**src/rtl/fp16_addsub_sequencer.sv**
```systemverilog
// Multi-cycle FP16 add/subtract sequencer: unpack, align through an external
// right-shifter, add/sub, normalize one bit per cycle, then pack (truncating).
module fp16_addsub_sequencer (
  input  logic        clk,
  input  logic        rst_n,
  input  logic        start,
  input  logic        op,
  input  logic [15:0] a,
  input  logic [15:0] b,
  output logic        busy,
  output logic        done,
  output logic [15:0] result,
  output logic [10:0] shf_in,
  output logic [4:0]  shf_ctrl,
  input  logic [10:0] shf_out
);

  typedef enum logic [2:0] {
    S_IDLE,
    S_UNPACK,
    S_ALIGN,
    S_ADD,
    S_NORM,
    S_PACK
  } state_t;

  state_t r_state;
  state_t w_state_next;

  logic [15:0] r_a;
  logic [15:0] r_b;
  logic        r_op;
  logic        r_sx;
  logic        r_sy;
  logic [4:0]  r_ex;
  logic [10:0] r_mx;
  logic [10:0] r_my;
  logic [4:0]  r_shf_ctrl;
  logic [10:0] r_mys;
  logic [11:0] r_sum;
  logic [5:0]  r_exp;
  logic        r_sign;
  logic        r_special;
  logic [15:0] r_spec_val;
  logic [15:0] r_result;
  logic        r_done;

  // Unpack view of the latched operands
  logic        w_sa;
  logic        w_sb;
  logic [4:0]  w_ea;
  logic [4:0]  w_eb;
  logic [10:0] w_ma;
  logic [10:0] w_mb;
  logic        w_a_spec;
  logic        w_b_spec;
  logic        w_special;
  logic        w_swap;
  logic [4:0]  w_ex_sel;
  logic [4:0]  w_ey_sel;
  logic [4:0]  w_diff;
  logic [4:0]  w_shamt;
  logic [11:0] w_sum;
  logic        w_norm_zero;
  logic        w_norm_ovf;
  logic        w_norm_ok;
  logic        w_norm_flush;
  logic        w_norm_exit;

  assign w_sa      = r_a[15];
  assign w_sb      = r_b[15] ^ r_op;
  assign w_ea      = r_a[14:10];
  assign w_eb      = r_b[14:10];
  assign w_ma      = (w_ea == 5'd0) ? 11'd0 : {1'b1, r_a[9:0]};
  assign w_mb      = (w_eb == 5'd0) ? 11'd0 : {1'b1, r_b[9:0]};
  assign w_a_spec  = (w_ea == 5'h1F);
  assign w_b_spec  = (w_eb == 5'h1F);
  assign w_special = w_a_spec | w_b_spec;
  // Strict compare keeps A as the larger operand on a magnitude tie
  assign w_swap    = (r_b[14:0] > r_a[14:0]);
  assign w_ex_sel  = w_swap ? w_eb : w_ea;
  assign w_ey_sel  = w_swap ? w_ea : w_eb;
  assign w_diff    = w_ex_sel - w_ey_sel;
  assign w_shamt   = (w_diff > 5'd16) ? 5'd16 : w_diff;

  assign w_sum = (r_sx == r_sy) ? ({1'b0, r_mx} + {1'b0, r_mys})
                                : ({1'b0, r_mx} - {1'b0, r_mys});

  assign w_norm_zero  = (r_sum == 12'd0);
  assign w_norm_ovf   = r_sum[11];
  assign w_norm_ok    = r_sum[10];
  assign w_norm_flush = (r_exp == 6'd1);
  assign w_norm_exit  = w_norm_zero | w_norm_ovf | w_norm_ok | w_norm_flush;

  always_ff @(posedge clk or negedge rst_n) begin
    if (!rst_n) begin
      r_state <= S_IDLE;
    end else begin
      r_state <= w_state_next;
    end
  end

  always_comb begin
    w_state_next = r_state;
    case (r_state)
      S_IDLE:   if (start) w_state_next = S_UNPACK;
      S_UNPACK: w_state_next = w_special ? S_PACK : S_ALIGN;
      S_ALIGN:  w_state_next = S_ADD;
      S_ADD:    w_state_next = S_NORM;
      S_NORM:   if (w_norm_exit) w_state_next = S_PACK;
      S_PACK:   w_state_next = S_IDLE;
      default:  w_state_next = S_IDLE;
    endcase
  end

  always_ff @(posedge clk or negedge rst_n) begin
    if (!rst_n) begin
      r_a        <= '0;
      r_b        <= '0;
      r_op       <= 1'b0;
      r_sx       <= 1'b0;
      r_sy       <= 1'b0;
      r_ex       <= '0;
      r_mx       <= '0;
      r_my       <= '0;
      r_shf_ctrl <= '0;
      r_mys      <= '0;
      r_sum      <= '0;
      r_exp      <= '0;
      r_sign     <= 1'b0;
      r_special  <= 1'b0;
      r_spec_val <= '0;
      r_result   <= '0;
      r_done     <= 1'b0;
    end else begin
      r_done <= 1'b0;
      case (r_state)
        S_IDLE: begin
          if (start) begin
            r_a       <= a;
            r_b       <= b;
            r_op      <= op;
            r_special <= 1'b0;
          end
        end
        S_UNPACK: begin
          if (w_special) begin
            r_special  <= 1'b1;
            r_spec_val <= w_a_spec ? r_a : r_b;
          end else begin
            r_sx       <= w_swap ? w_sb : w_sa;
            r_sy       <= w_swap ? w_sa : w_sb;
            r_ex       <= w_ex_sel;
            r_mx       <= w_swap ? w_mb : w_ma;
            r_my       <= w_swap ? w_ma : w_mb;
            r_shf_ctrl <= w_shamt;
          end
        end
        S_ALIGN: begin
          r_mys <= shf_out;
        end
        S_ADD: begin
          r_sum  <= w_sum;
          r_sign <= r_sx;
          r_exp  <= {1'b0, r_ex};
        end
        S_NORM: begin
          if (w_norm_zero) begin
            r_sign <= 1'b0;
            r_exp  <= '0;
          end else if (w_norm_ovf) begin
            r_sum <= {1'b0, r_sum[11:1]};
            r_exp <= r_exp + 6'd1;
          end else if (w_norm_ok) begin
            r_sum <= r_sum;
          end else if (w_norm_flush) begin
            r_sum <= '0;
            r_exp <= '0;
          end else begin
            r_sum <= {r_sum[10:0], 1'b0};
            r_exp <= r_exp - 6'd1;
          end
        end
        S_PACK: begin
          r_done <= 1'b1;
          if (r_special) begin
            r_result <= r_spec_val;
          end else if (r_exp >= 6'd31) begin
            r_result <= {r_sign, 5'h1F, 10'h000};
          end else begin
            r_result <= {r_sign, r_exp[4:0], r_sum[9:0]};
          end
        end
        default: r_done <= 1'b0;
      endcase
    end
  end

  assign busy     = (r_state != S_IDLE);
  assign done     = r_done;
  assign result   = r_result;
  assign shf_in   = (r_state == S_ALIGN) ? r_my : 11'd0;
  assign shf_ctrl = (r_state == S_ALIGN) ? r_shf_ctrl : 5'd0;

endmodule

```
**config.mk**
```make
export PLATFORM = sky130hd
export DESIGN_NAME = fp16_addsub_sequencer
export DESIGN_NICKNAME = d
export VERILOG_FILES = /design/src/rtl/fp16_addsub_sequencer.sv
export SDC_FILE = /design/constraint.sdc
export NUM_CORES = 1
export LEC_CHECK = 0
export CORE_ASPECT_RATIO = 0.6
export CORE_UTILIZATION = 43
export CTS_CLUSTER_DIAMETER = 120
export DETAILED_ROUTE_END_ITERATION = 10
export PLACE_DENSITY = 0.67
export SYNTH_ARGS = -nofsm -noshare
export SYNTH_HDL_FRONTEND = slang
export SYNTH_SLANG_ARGS = --single-unit
```
**constraint.sdc**
```tcl
create_clock -name clk -period 2.7 [get_ports clk]
set_clock_uncertainty 0.05 [all_clocks]
set_input_delay 0.54 -clock clk [delete_from_list [all_inputs] [get_ports clk]]
set_output_delay 0.54 -clock clk [all_outputs]
set_load 0.05 [all_outputs]
```
==> results of run 1 <==
-- registers in the layout, indices dropped and copies added, names as in the netlist --
name	flops
done	1
r_a	16
r_b	16
r_ex	5
r_exp	6
r_mx	11
r_my	11
r_mys	11
r_op	1
r_shf_ctrl	5
r_sign	1
r_spec_val	16
r_special	1
r_state	3
r_sum	12
r_sx	1
r_sy	1
result	16
-- how the worst min path moves through the flow --
stage	endpoint
2_1_floorplan	done
3_3_place_gp	r_spec_val[12]
3_5_place_dp	r_spec_val[12]
4_1_cts	r_my[1]
5_1_grt	r_my[4]
6_report	r_my[4]
-- critical path: cells and delay by family (launching register included) --
family,cells,cell delay (ns)
AO/OA/AOI/OAI,5,0.64
adder cells (fa/ha/maj),2,0.52
flip-flops,1,0.42
AND/OR/NAND/NOR,2,0.42
multiplexers,1,0.32
XOR/XNOR,1,0.24
buffers and inverters,2,0.24
-- area by class of cell --
class | count | area (um^2)
sequential | 134 | 3350
tap | 228 | 285
timing repair buffer | 193 | 1870
clock inverter | 11 | 125
fill | 1332 | 6240
inverter | 30 | 113
clock buffer | 19 | 453
multi-input combinational | 569 | 3820
-- cell families after synthesis --
logic type | share of synthesized area, %
AOI/OAI and AO/OA | 19.0
buffers and inverters | 3.89
muxes | 5.83
DFF | 46.8
xor gates and xnor gates | 3.18
and+or+nand+nor | 15.6
adders and majority gates | 5.69
-- metal layers --
| layer | up-vias | routed length (um) | track usage (%) |
|---|---|---|---|
| met2 | 205 | 8220 | 33.9 |
| met1 | 3076 | 10600 | 39.3 |
| met5 | - | 0 | 0 |
| met3 | 17 | 1350 | 5.23 |
| li1 | 3065 | - | - |
| met4 | 0 | 164 | 6.36 |
-- what timing repair did --
item / CTS / global route
setup endpoints to repair: 33 / 37
pin swaps: 30 / 22
buffers inserted: 9 / 8
gates resized for setup: 24 / 38
cloned: 0 / 0
-- cell usage after synthesis, types with 2 or more instances --
master    count
a211oi_1      5
a21o_1        3
a21oi_1      47
a221o_1       7
a22o_1        4
a22oi_1      31
a31oi_1       3
and2_1       17
and3_1        2
buf_1         3
buf_2         4
clkbuf_1     34
dfrtp_1     134
ha_1         31
inv_1        30
mux2_2       30
mux2i_1       8
nand2_1     102
nand2b_1     12
nand3_1       9
nand3b_1      2
nand4_1       5
nor2_1       61
nor2b_1       9
nor3_1        9
nor4_1        4
o21ai_0     103
o21ai_1       4
o21bai_1      3
o22ai_1       4
o31ai_1       4
or3_1         7
xnor2_1      14
xor2_1       12
-- per-stage QoR --
step                      hold WS (ns)  setup WS [ns]
after floorplan                  0.194        0.00199
after global placement           0.394         -0.270
after detailed placement         0.397         -0.314
after CTS                       0.0913         -0.302
after global routing             0.102         -0.414
final                           0.0493         -0.275
==> results.ini, run 1 <==
[sta]
drv_slew=0
tightest_slew_ns=0.884
setup_viol=9
fmax_ghz=0.336
relSlewSlack_pct=41.0
fin_tns_setup_ns=-1.56
final.setup.worst_slack_ns=-0.275
rsz0062_at_grt=true
fin_crit_ns=2.97
fin_crit_sh_pct=110
finalHoldViolCount=0

[critical_path]
critPathCaptureType=register
worstPathArrival_ns=3.22
crit_type=register to register
timing.rr.end=r_shf_ctrl[0]
required_ns=2.95
crit_fanout=3
cp-endpoint=r_shf_ctrl[0]
rr_worst_depth=13
slowest_stage=dfrtp_1
rr_startpoint=r_b[13]
critPathMostFrequentCell=o31ai_2
startpoint=r_b[13]
worst_setup_path_start_kind=register
worst-r2r-setup-slack_ns=-0.27
worstPathCellList=ha_4, nand4_1, nor3_2, o31ai_2, a32oi_2, mux2i_2, ha_2, a31oi_1, o21ai_1, xor2_1, buf_4, buf_6, o31ai_2
slowest_delay_ns=0.42

[die]
die_w_um=169
io_pins=81
start_util_pct=44.1
rows=36
dieArea_um2=17200
dieHeight_um=102
core_um2=16300

[clock_tree]
root_buffer=clkbuf_16
cts_sinks=134
cts_hold_buf=0
h-tree-depth=4
cts_buffer_depth=2
clk_pin_slew_worst_paths_ns=0.07
clk_latency_ns=0.42
cts_buffers=17
cts_tree=done

[layout]
postLayoutCellArea_um2=10000
nets=1024
antennaDiodeCount=0
mostFrequentLayoutCells=134 x dfrtp_1, 106 x buf_4, 102 x nand2_1
final_common_cell=dfrtp_1
area_growth_pct=39.8
drive_gt1_share_pct=25.0
instances_no_fill=1184
final_util_pct=61.6

[yosys]
ys_ff_latch=134
synth_area_leaders=dfrtp_1 47%, o21ai_0 7.2%, ha_1 5.4%
avgSynthCellArea_um2=9.24
synthFlopType=dfrtp_1
synth_edf_count=0
synth_top_area_share_pct=46.8
syn_inst=775
synth_largest_area_cell=dfrtp_1
syn_area_um2=7160
ys_seq_area_share_pct=46.8
synth_nets=854
async_flop_share_pct=100
synth.distinct_cells=52
ys_warn_count=0

[routing]
drc=0
avgViaCountPerCell=5.37
first_pass_iters=5
drtAntennaViolNets=0
vias=6363
routed_wl_mm=20.3
wl_per_cell_um=17.1
drtIter0Drc=534

[global_routing]
grt_pass1_vias=6067
grt_pass1_wl_mm=32.6
grt_antenna_before_repair=0
grt_overflow=0
grtUsageTotal_pct=24.9
grt_max_degree=66

[worst_hold_path]
holdCritPathClass=input pin to async pin

[placed_design]
place_area_um2=9050
hpwl_mm=14.4
portBuffers=80
gp_congestion=0.898
placed_cells=1137

[outcome]
status=finished, violations left
violations=negative setup slack

[flow_run]
max-cap-violations=0

Power of run 1 is not shown: default switching activity piles up to over one toggle a cycle in this logic, so the estimate is an artifact.
==> run 2, diff against run 1 <==
Settings changed: CTS_CLUSTER_DIAMETER 120 to 50.
==> results of run 2 <==
Final layout, timing and power as in run 1 (identical DEF).
Power of run 2 is left out for the same reason.
